===== config.mk =====
export PLATFORM = sky130hd
export DESIGN_NAME = mac_enc
export DESIGN_NICKNAME = d
export VERILOG_FILES = /design/src/rtl/mac_enc.sv
export SDC_FILE = /design/constraint.sdc
export NUM_CORES = 1
export LEC_CHECK = 0
export BUFFER_PORTS_ARGS = -buffer_cell sky130_fd_sc_hd__buf_2
export CAP_MARGIN = 10
export CORE_MARGIN = 8
export CORE_UTILIZATION = 45
export CTS_CLUSTER_SIZE = 25
export DETAILED_ROUTE_END_ITERATION = 10
export PLACE_DENSITY = 0.68
export SYNTH_ARGS = -nofsm -noshare
export SYNTH_HDL_FRONTEND = slang
export SYNTH_SLANG_ARGS = --single-unit

===== constraint.sdc =====
create_clock -name clk -period 3.32 [get_ports clk]
set_input_delay 0.166 -clock clk [delete_from_list [all_inputs] [get_ports clk]]
set_output_delay 0.166 -clock clk [all_outputs]
set_load 0.005 [all_outputs]

===== src/rtl/mac_enc.sv =====
// mac_enc: transmit-side frame re-assembler.
//   Pops one header word, writes the 14 header bytes (dst MAC, src MAC,
//   EtherType, MSB first), then copies body bytes up to EOD. Short frames are
//   zero-padded to MIN_LEN. Long bodies are truncated at MAX_LEN and the rest
//   is drained. A header carrying the error flag drains its body without
//   writing anything.
//
//   Read strobes are registered. Both input FIFOs present their head word on
//   dout while the strobe is high and pop it at that clock edge. The word is
//   therefore consumed in the cycle after the FSM decides to read: HLOAD for
//   the header FIFO, BWAIT or the second DRAIN phase for the body FIFO.
//
// Ports:
//   clk, rst_n                        clock, synchronous active-low reset
//   h_fifo_dout/empty/rden            header FIFO (115-bit words)
//   b_fifo_dout/empty/del/rden        body FIFO (bytes + EOD tag)
//   o_fifo_din/wren/del/afull         output packet FIFO
//   o_port                            ingress port of the current frame
//   busy, frame_done, err             status
module mac_enc #(
  parameter int MIN_LEN = 60,
  parameter int MAX_LEN = 1514,
  parameter int CNT_W   = 11
) (
  input  logic         clk,
  input  logic         rst_n,
  input  logic [114:0] h_fifo_dout,
  input  logic         h_fifo_empty,
  output logic         h_fifo_rden,
  input  logic [7:0]   b_fifo_dout,
  input  logic         b_fifo_empty,
  input  logic         b_fifo_del,
  output logic         b_fifo_rden,
  output logic [7:0]   o_fifo_din,
  output logic         o_fifo_wren,
  output logic         o_fifo_del,
  input  logic         o_fifo_afull,
  output logic [1:0]   o_port,
  output logic         busy,
  output logic         frame_done,
  output logic         err
);

  typedef enum logic [2:0] {
    S_IDLE, S_HLOAD, S_HDR, S_BREQ, S_BWAIT, S_PAD, S_DRAIN
  } state_e;

  localparam logic [CNT_W-1:0] HDR_LAST = CNT_W'(13);
  localparam logic [CNT_W-1:0] MIN_C    = CNT_W'(MIN_LEN);
  localparam logic [CNT_W-1:0] MAX_C    = CNT_W'(MAX_LEN);

  state_e             state_q, state_d;
  logic               drn_rd_q, drn_rd_d;   // DRAIN: a body read is in flight
  logic [111:0]       shreg_q, shreg_d;
  logic [CNT_W-1:0]   cnt_q, cnt_d;
  logic               h_rden_q, h_rden_d;
  logic               b_rden_q, b_rden_d;
  logic [7:0]         din_q, din_d;
  logic               wren_q, wren_d;
  logic               del_q, del_d;
  logic [1:0]         port_q, port_d;
  logic               busy_q, busy_d;
  logic               fdone_q, fdone_d;
  logic               err_q, err_d;

  logic [CNT_W-1:0]   cnt_inc;
  assign cnt_inc = cnt_q + CNT_W'(1);

  // State register (and all other registers).
  always_ff @(posedge clk) begin
    if (!rst_n) begin
      state_q  <= S_IDLE;
      drn_rd_q <= 1'b0;
      shreg_q  <= '0;
      cnt_q    <= '0;
      h_rden_q <= 1'b0;
      b_rden_q <= 1'b0;
      din_q    <= '0;
      wren_q   <= 1'b0;
      del_q    <= 1'b0;
      port_q   <= '0;
      busy_q   <= 1'b0;
      fdone_q  <= 1'b0;
      err_q    <= 1'b0;
    end else begin
      state_q  <= state_d;
      drn_rd_q <= drn_rd_d;
      shreg_q  <= shreg_d;
      cnt_q    <= cnt_d;
      h_rden_q <= h_rden_d;
      b_rden_q <= b_rden_d;
      din_q    <= din_d;
      wren_q   <= wren_d;
      del_q    <= del_d;
      port_q   <= port_d;
      busy_q   <= busy_d;
      fdone_q  <= fdone_d;
      err_q    <= err_d;
    end
  end

  // Next-state logic.
  always_comb begin
    state_d  = state_q;
    drn_rd_d = drn_rd_q;
    case (state_q)
      S_IDLE:  if (!h_fifo_empty) state_d = S_HLOAD;
      S_HLOAD: begin
        state_d  = h_fifo_dout[0] ? S_DRAIN : S_HDR;
        drn_rd_d = 1'b0;
      end
      S_HDR:   if (!o_fifo_afull && cnt_q == HDR_LAST) state_d = S_BREQ;
      S_BREQ:  if (!b_fifo_empty && !o_fifo_afull) state_d = S_BWAIT;
      S_BWAIT: begin
        if (b_fifo_del)            state_d = (cnt_inc >= MIN_C) ? S_IDLE : S_PAD;
        else if (cnt_inc == MAX_C) begin
          state_d  = S_DRAIN;
          drn_rd_d = 1'b0;
        end else                   state_d = S_BREQ;
      end
      S_PAD:   if (!o_fifo_afull && cnt_inc == MIN_C) state_d = S_IDLE;
      S_DRAIN: begin
        if (!drn_rd_q) begin
          if (!b_fifo_empty) drn_rd_d = 1'b1;
        end else begin
          drn_rd_d = 1'b0;
          if (b_fifo_del) state_d = S_IDLE;
        end
      end
      default: state_d = S_IDLE;
    endcase
  end

  // Output / datapath logic.
  always_comb begin
    h_rden_d = 1'b0;
    b_rden_d = 1'b0;
    din_d    = 8'h00;
    wren_d   = 1'b0;
    del_d    = 1'b0;
    fdone_d  = 1'b0;
    err_d    = 1'b0;
    port_d   = port_q;
    shreg_d  = shreg_q;
    cnt_d    = cnt_q;
    busy_d   = (state_d != S_IDLE);
    case (state_q)
      S_IDLE:  h_rden_d = !h_fifo_empty;
      S_HLOAD: begin
        shreg_d = h_fifo_dout[114:3];
        port_d  = h_fifo_dout[2:1];
        cnt_d   = '0;
        err_d   = h_fifo_dout[0];
      end
      S_HDR: begin
        if (!o_fifo_afull) begin
          wren_d  = 1'b1;
          din_d   = shreg_q[111:104];
          shreg_d = {shreg_q[103:0], 8'h00};
          cnt_d   = cnt_inc;
        end
      end
      S_BREQ:  b_rden_d = (state_d == S_BWAIT);
      S_BWAIT: begin
        // afull was checked in BREQ; the FIFO margin absorbs this write.
        wren_d = 1'b1;
        din_d  = b_fifo_dout;
        cnt_d  = cnt_inc;
        if (b_fifo_del) begin
          if (cnt_inc >= MIN_C) begin
            del_d   = 1'b1;
            fdone_d = 1'b1;
          end
        end else if (cnt_inc == MAX_C) begin
          del_d   = 1'b1;
          fdone_d = 1'b1;
          err_d   = 1'b1;
        end
      end
      S_PAD: begin
        if (!o_fifo_afull) begin
          wren_d = 1'b1;
          cnt_d  = cnt_inc;
          if (cnt_inc == MIN_C) begin
            del_d   = 1'b1;
            fdone_d = 1'b1;
          end
        end
      end
      S_DRAIN: b_rden_d = !drn_rd_q && !b_fifo_empty;
      default: ;
    endcase
  end

  assign h_fifo_rden = h_rden_q;
  assign b_fifo_rden = b_rden_q;
  assign o_fifo_din  = din_q;
  assign o_fifo_wren = wren_q;
  assign o_fifo_del  = del_q;
  assign o_port      = port_q;
  assign busy        = busy_q;
  assign frame_done  = fdone_q;
  assign err         = err_q;

endmodule


Word-level counts from Yosys, hierarchy flattened
Index checks and enable logic that the tools add are counted.

word-level totals
  register bits = 143
  input bits = 129
  output and inout port bits = 17

operators by class
  add/sub/neg operators = 1
  $lt $le $gt $ge = 1
  equal/unequal tests = 14
  mux-type cells = 33
  reductions and logical operators = 18

operators by type and width
  cell                   count
  $pmux 112 s2           1
  $mux 112               1
  $pmux 11 s3            1
  $mux 3                 10
  $pmux 3 s7             1
  $pmux 8 s2             1
  $eq 3x3->1 const B     4
  $add 11x1->11 const B  1
  $eq 11x11->1 const B   1
  $eq 11x4->1 const B    1
  $eq 11x6->1 const B    1
  $ge 11x6->1 const B    1
  $mux 1                 11
  $mux 11                1
  $reduce_bool 3->1      3
  $mux 8                 1
  $ne 2x2->1 const B     4
  $pmux 1 s2             4
  $eq 3x2->1 const B     2
  $reduce_and 2->1       3
  $logic_and 1x1->1      4
  $logic_not 1->1        4
  $eq 3x1->1 const B     1
  $logic_not 3->1        1
  4 further kinds        4

Longest topological paths before layout
  word-level depth = 7
  depth in mapped cells = 9
  gate-level depth less buffers = 7

Worst setup path after synthesis
OpenSTA, ideal clock, no wires.

  path type = flip-flop to flip-flop
  start = register cnt_q[1]
  end = register drn_rd_q
  library setup time = 122 ps
  data arrival time = 2,173 ps
  data required time = 3,198 ps
  path slack = 1,025 ps
  cell stages (with the launch flop) = 9
  clock period less this slack = 2,295 ps
  path through = dfxtp_1 -> ha_1 -> clkbuf_1 -> nand3b_1 -> nor4_1 -> a211oi_4 -> nor4_4 -> nor2_2 -> o311a_1

on the way
  longest elaborated chain between the ends = 4

ends and longest elaborated chain
  element                     line  source
  from (decl)                 55    logic [CNT_W-1:0] cnt_q, cnt_d;
  from (signal assigned)      89    cnt_q <= cnt_d;
  $add 11x1->11               67    assign cnt_inc = cnt_q + CNT_W'(1);
  $eq 11x11->1                116   else if (cnt_inc == MAX_C) begin
  $ne 2x2->1 (no line)        -
  $reduce_and 3->1 (no line)  -
  to (signal assigned)        87    drn_rd_q <= drn_rd_d;
  to (decl)                   53    logic drn_rd_q, drn_rd_d;

Every way passes these cells.
A chain may end at the register's enable or synchronous reset.

Worst setup path in the final report
  start = register cnt_q[0]
  end = register drn_rd_q

Same word-level chain as after synthesis.

==> impl_summary.txt <==
----------------------------------------------------
[Timing]
  Unrepaired setup endpoints after global routing ... false
  Setup tns final ... 0 ns
  Final setup violation count ... 0
  Final worst path period share ... 82.1%
  Fmax ... 367 MHz
  Final number of hold-violating endpoints ... 0
  Final critical delay including setup and external delays ... 2.72 ns
  Relative slew slack ... 37.4%
  Layout Skew ... 0.00887 ns
  Max Slew Vio Count ... 0
  Worst hold slack across all endpoints ... 0.0254 ns
  Measured slew at the worst slew-check pin ... 0.939 ns

[Detailed routing]
  Post-DR wirelength/cell ... 17.1 um
  Detail Route Antenna Nets ... 0
  Overall routed net length ... 17,900 um
  Detailed Route Iter0 Violations ... 343
  Router iterations before antenna repair ... 7
  Count of unresolved DRC violations after routing ... 0
  Number of vias per cell ... 5.61
  Total number of vias ... 5,863

[Global route]
  Maximum number of pins on one net before global-route repair ... 129
  Via count of the first global-routing pass ... 5,918
  GR peak layer ... met2
  M2 GR Usage ... 29.8%
  Gr ovfl total ... 0
  GRT Overall Usage ... 17.9%
  GR met3 Demand/Resource ... 6.01%
  Number of antenna violations at the first check in global routing ... 5
  Wire length of the first global-routing pass ... 29,100 um
  Met1 usage ... 21.0%

[Min path]
  Hold path startpoint ... b_fifo_dout[4]
  Kind of path behind the tightest hold check ... in -> reg
  Min-Delay Path Depth ... 3
  Min-Delay Endpoint ... o_fifo_din[4]

[Floorplan]
  Std-Cell Rows ... 45
  Die width ... 140 um
  Die area ... 19,700 um^2
  Vert. Die Dim ... 140 um
  Core outline area ... 15,100 um^2
  Starting utilization of the core area ... 46.0%
  Number of ports placed on the die boundary ... 146

[Synthesis]
  Proportion of synthesized area in mux cells ... 14.9%
  Seq/Total Area, Yosys ... 41.1%
  Cell taking the most area after synthesis ... dfxtp_1
  Simple-gate share of the synthesized area ... 15.2%
  Post-synthesis average cell area ... 9.49 um^2
  Post-synth top area share ... 41.1%
  Post-synthesis instance total ... 734
  Total number of yosys warnings ... 0
  Count of flip-flops with a built-in enable after synthesis ... 0
  Cells taking the most area after synthesis ... dfxtp_1, o211a_1, mux2i_1
  Combined area of all synthesized cells ... 6970 um^2
  Post-synthesis cell type count ... 58
  Syn_nets ... 867
  Combinational family with the most area after synthesis ... compound AO/OA/AOI/OAI gates
  Fraction of synthesized cell area in xor and xnor cells ... 0.251%
  Post-synthesis compound-gate area fraction ... 23.3%
  Leading register cell type out of synthesis ... dfxtp_1
  Adder-cell share of the synthesized area ... 0.718%
  Async set-reset flop share out of synthesis ... 0%
  Register bit total from synthesis ... 143

[Clock network]
  Later-pin clock latency in the skew report ... 0.42 ns
  Count of clock tree sinks ... 143
  Root Buffer ... clkbuf_16
  Maximum buffer depth of the clock tree ... 2
  CTS tree ... built
  Number of buffers created by CTS ... 17
  Clock H-tree levels ... 4
  Post-CTS Repair Setup Buffers ... 0
  Clock transition at the registers of the reported paths ... 0.06 ns
  CTS resizes ... 0

[Critical path]
  Reg-to-reg setup timing slack ... 0.60 ns
  Maximum fanout along the worst path ... 16
  Critical path class ... reg -> reg
  Endpoint of the most critical register-to-register path ... drn_rd_q
  Critical Path Start Type ... flip-flop
  Startpoint of the worst-slack reg-to-reg timing path ... cnt_q[0]
  Arrival time at the worst endpoint ... 3.03 ns
  Number of cell instances on the worst register-to-register path ... 7
  Nature of the critical path endpoint ... flip-flop
  Worst path required time ... 3.63 ns

[Cells and area]
  Storage cell area ... 2860 um^2
  Non-filler instance count after layout ... 1,045
  Ratio of cells with drive above 1 in the final layout ... 23.0%
  Number of nets in the layout ... 975
  Post-synthesis to final-layout area growth ... 20.9%
  Highest-count cells in the layout ignoring fill and taps ... buf_2, dfxtp_1, nand2_1, o211a_1, mux2i_1
  Final core utilization ... 55.6%
  Area taken by multi-input logic gates ... 3800 um^2
  Fin area ... 8420 um^2
  Most common library cell in the layout ignoring fill and taps ... buf_2
  Fillcell total ... 1,361

[Placed design]
  Cell area after placement ... 7800 um^2
  Post-DP HPWL ... 12,700 um
  Placed Cells ... 1,009
  Quantity of I/O buffers inserted on ports ... 145
  Final Wtd Congestion ... 0.836

[Pwr]
  Switching power total ... 1.59 mW
  Design internal power ... 3.80 mW
  Sequential share of power ... 41.5%
  Pwr per Cell Area ... 640 nW/um^2
  Static Leakage ... 4.32 nW
  Gate power share ... 23.1%
  Worst IR Drop VDD ... 0.358 mV
  Switching Fraction ... 29.6%
  Clock Power Share ... 35.4%

[Outcome]
  Result of the run ... finished, final reports clean

[Job]
  Max-cap viol count ... 0

----------------------------------------------------
==> through the flow <==
| step | setup slack, ns | power [mW] |
|---|---|---|
| after floorplan | 1.03 | 3.17 |
| after global placement | 0.707 | 3.47 |
| after detailed placement | 0.588 | 3.52 |
| after CTS | 0.581 | 5.43 |
| after global routing | 0.420 | 5.67 |
| final | 0.595 | 5.39 |
==> area by class of cell <==
type                    instances  area share, %
clock buffers                  20           5.54
clock inverters                12           1.59
well taps                     188           2.79
repair buffers                158           10.6
multi-input cells             515           45.1
flip-flops and latches        143           34.0
inverters                       7          0.312
diodes                          2         0.0594
==> cells in the mapped netlist (4+ instances only) <==
cell type  count
nand2b_1       5
and2_1         4
a22oi_1       19
and3_1         4
buf_2         21
nand2_1      130
inv_1          7
o22ai_1        4
o211a_1      108
nor2_1        16
nor3_1         6
nand3_1        9
o21ai_0       12
buf_1          8
nor2b_1       23
ha_1           4
clkbuf_1      39
a21oi_1        6
dfxtp_1      143
a21boi_0       6
mux2i_1      104
==> flip-flops by register name, summed over array words and instances (netlist names), 2 cells and up <==
| name | count |
|---|---|
| o_fifo_din | 8 |
| cnt_q | 11 |
| shreg_q | 112 |
| state_q | 3 |
| o_port | 2 |
==> what timing repair did <==
action                                  in CTS  in global routing
endpoints found under the setup margin       0                  0
hold endpoints to repair                     2                  0
hold buffers                                 2                  0
==> worst max-delay path: stages (launching register included) <==
cell      delay, ns
dfxtp_1        0.44
ha_1           0.45
nand3b_1       0.29
nor4_1         0.56
a211oi_4       0.09
nor4_4         0.41
nor2_2         0.05
o311a_1        0.33
==> worst max path at each step <==
stage | start | slack (ns) | cells after the start | to
floorplan | cnt_q[1] | 1.03 | 8 | drn_rd_q
global placement | cnt_q[0] | 0.71 | 7 | drn_rd_q
detailed placement | cnt_q[0] | 0.59 | 7 | drn_rd_q
CTS | cnt_q[0] | 0.58 | 7 | drn_rd_q
global route | cnt_q[0] | 0.42 | 7 | drn_rd_q
finish | cnt_q[0] | 0.60 | 7 | drn_rd_q
==> cell families (layout without fill, tap and decap cells) <==
logic type / Yosys count / in the layout
flip-flops: 143 / 143
multiplexers: 104 / 104
AO/OA/AOI/OAI: 183 / 183
XOR/XNOR: 2 / 2
AND/OR/NAND/NOR: 222 / 222
adder cells (fa/ha/maj): 4 / 4
other: 0 / 2
buffers and inverters: 76 / 197
==> routing by layer <==
layer	wire length, um	vias up
met2	8580	158
met1	7770	2775
met4	346	6
li1	-	2894
met5	42	-
met3	1130	30
==> power by group through the flow <==
stage | logic [mW] | registers, mW | clock network [mW]
2_1_floorplan | 0.975 | 2.19 | 0
3_3_place_gp | 1.21 | 2.26 | 0
3_5_place_dp | 1.25 | 2.27 | 0
4_1_cts | 1.26 | 2.24 | 1.94
5_1_grt | 1.38 | 2.27 | 2.02
6_report | 1.25 | 2.24 | 1.91
Power figures use the tool's default switching activity.
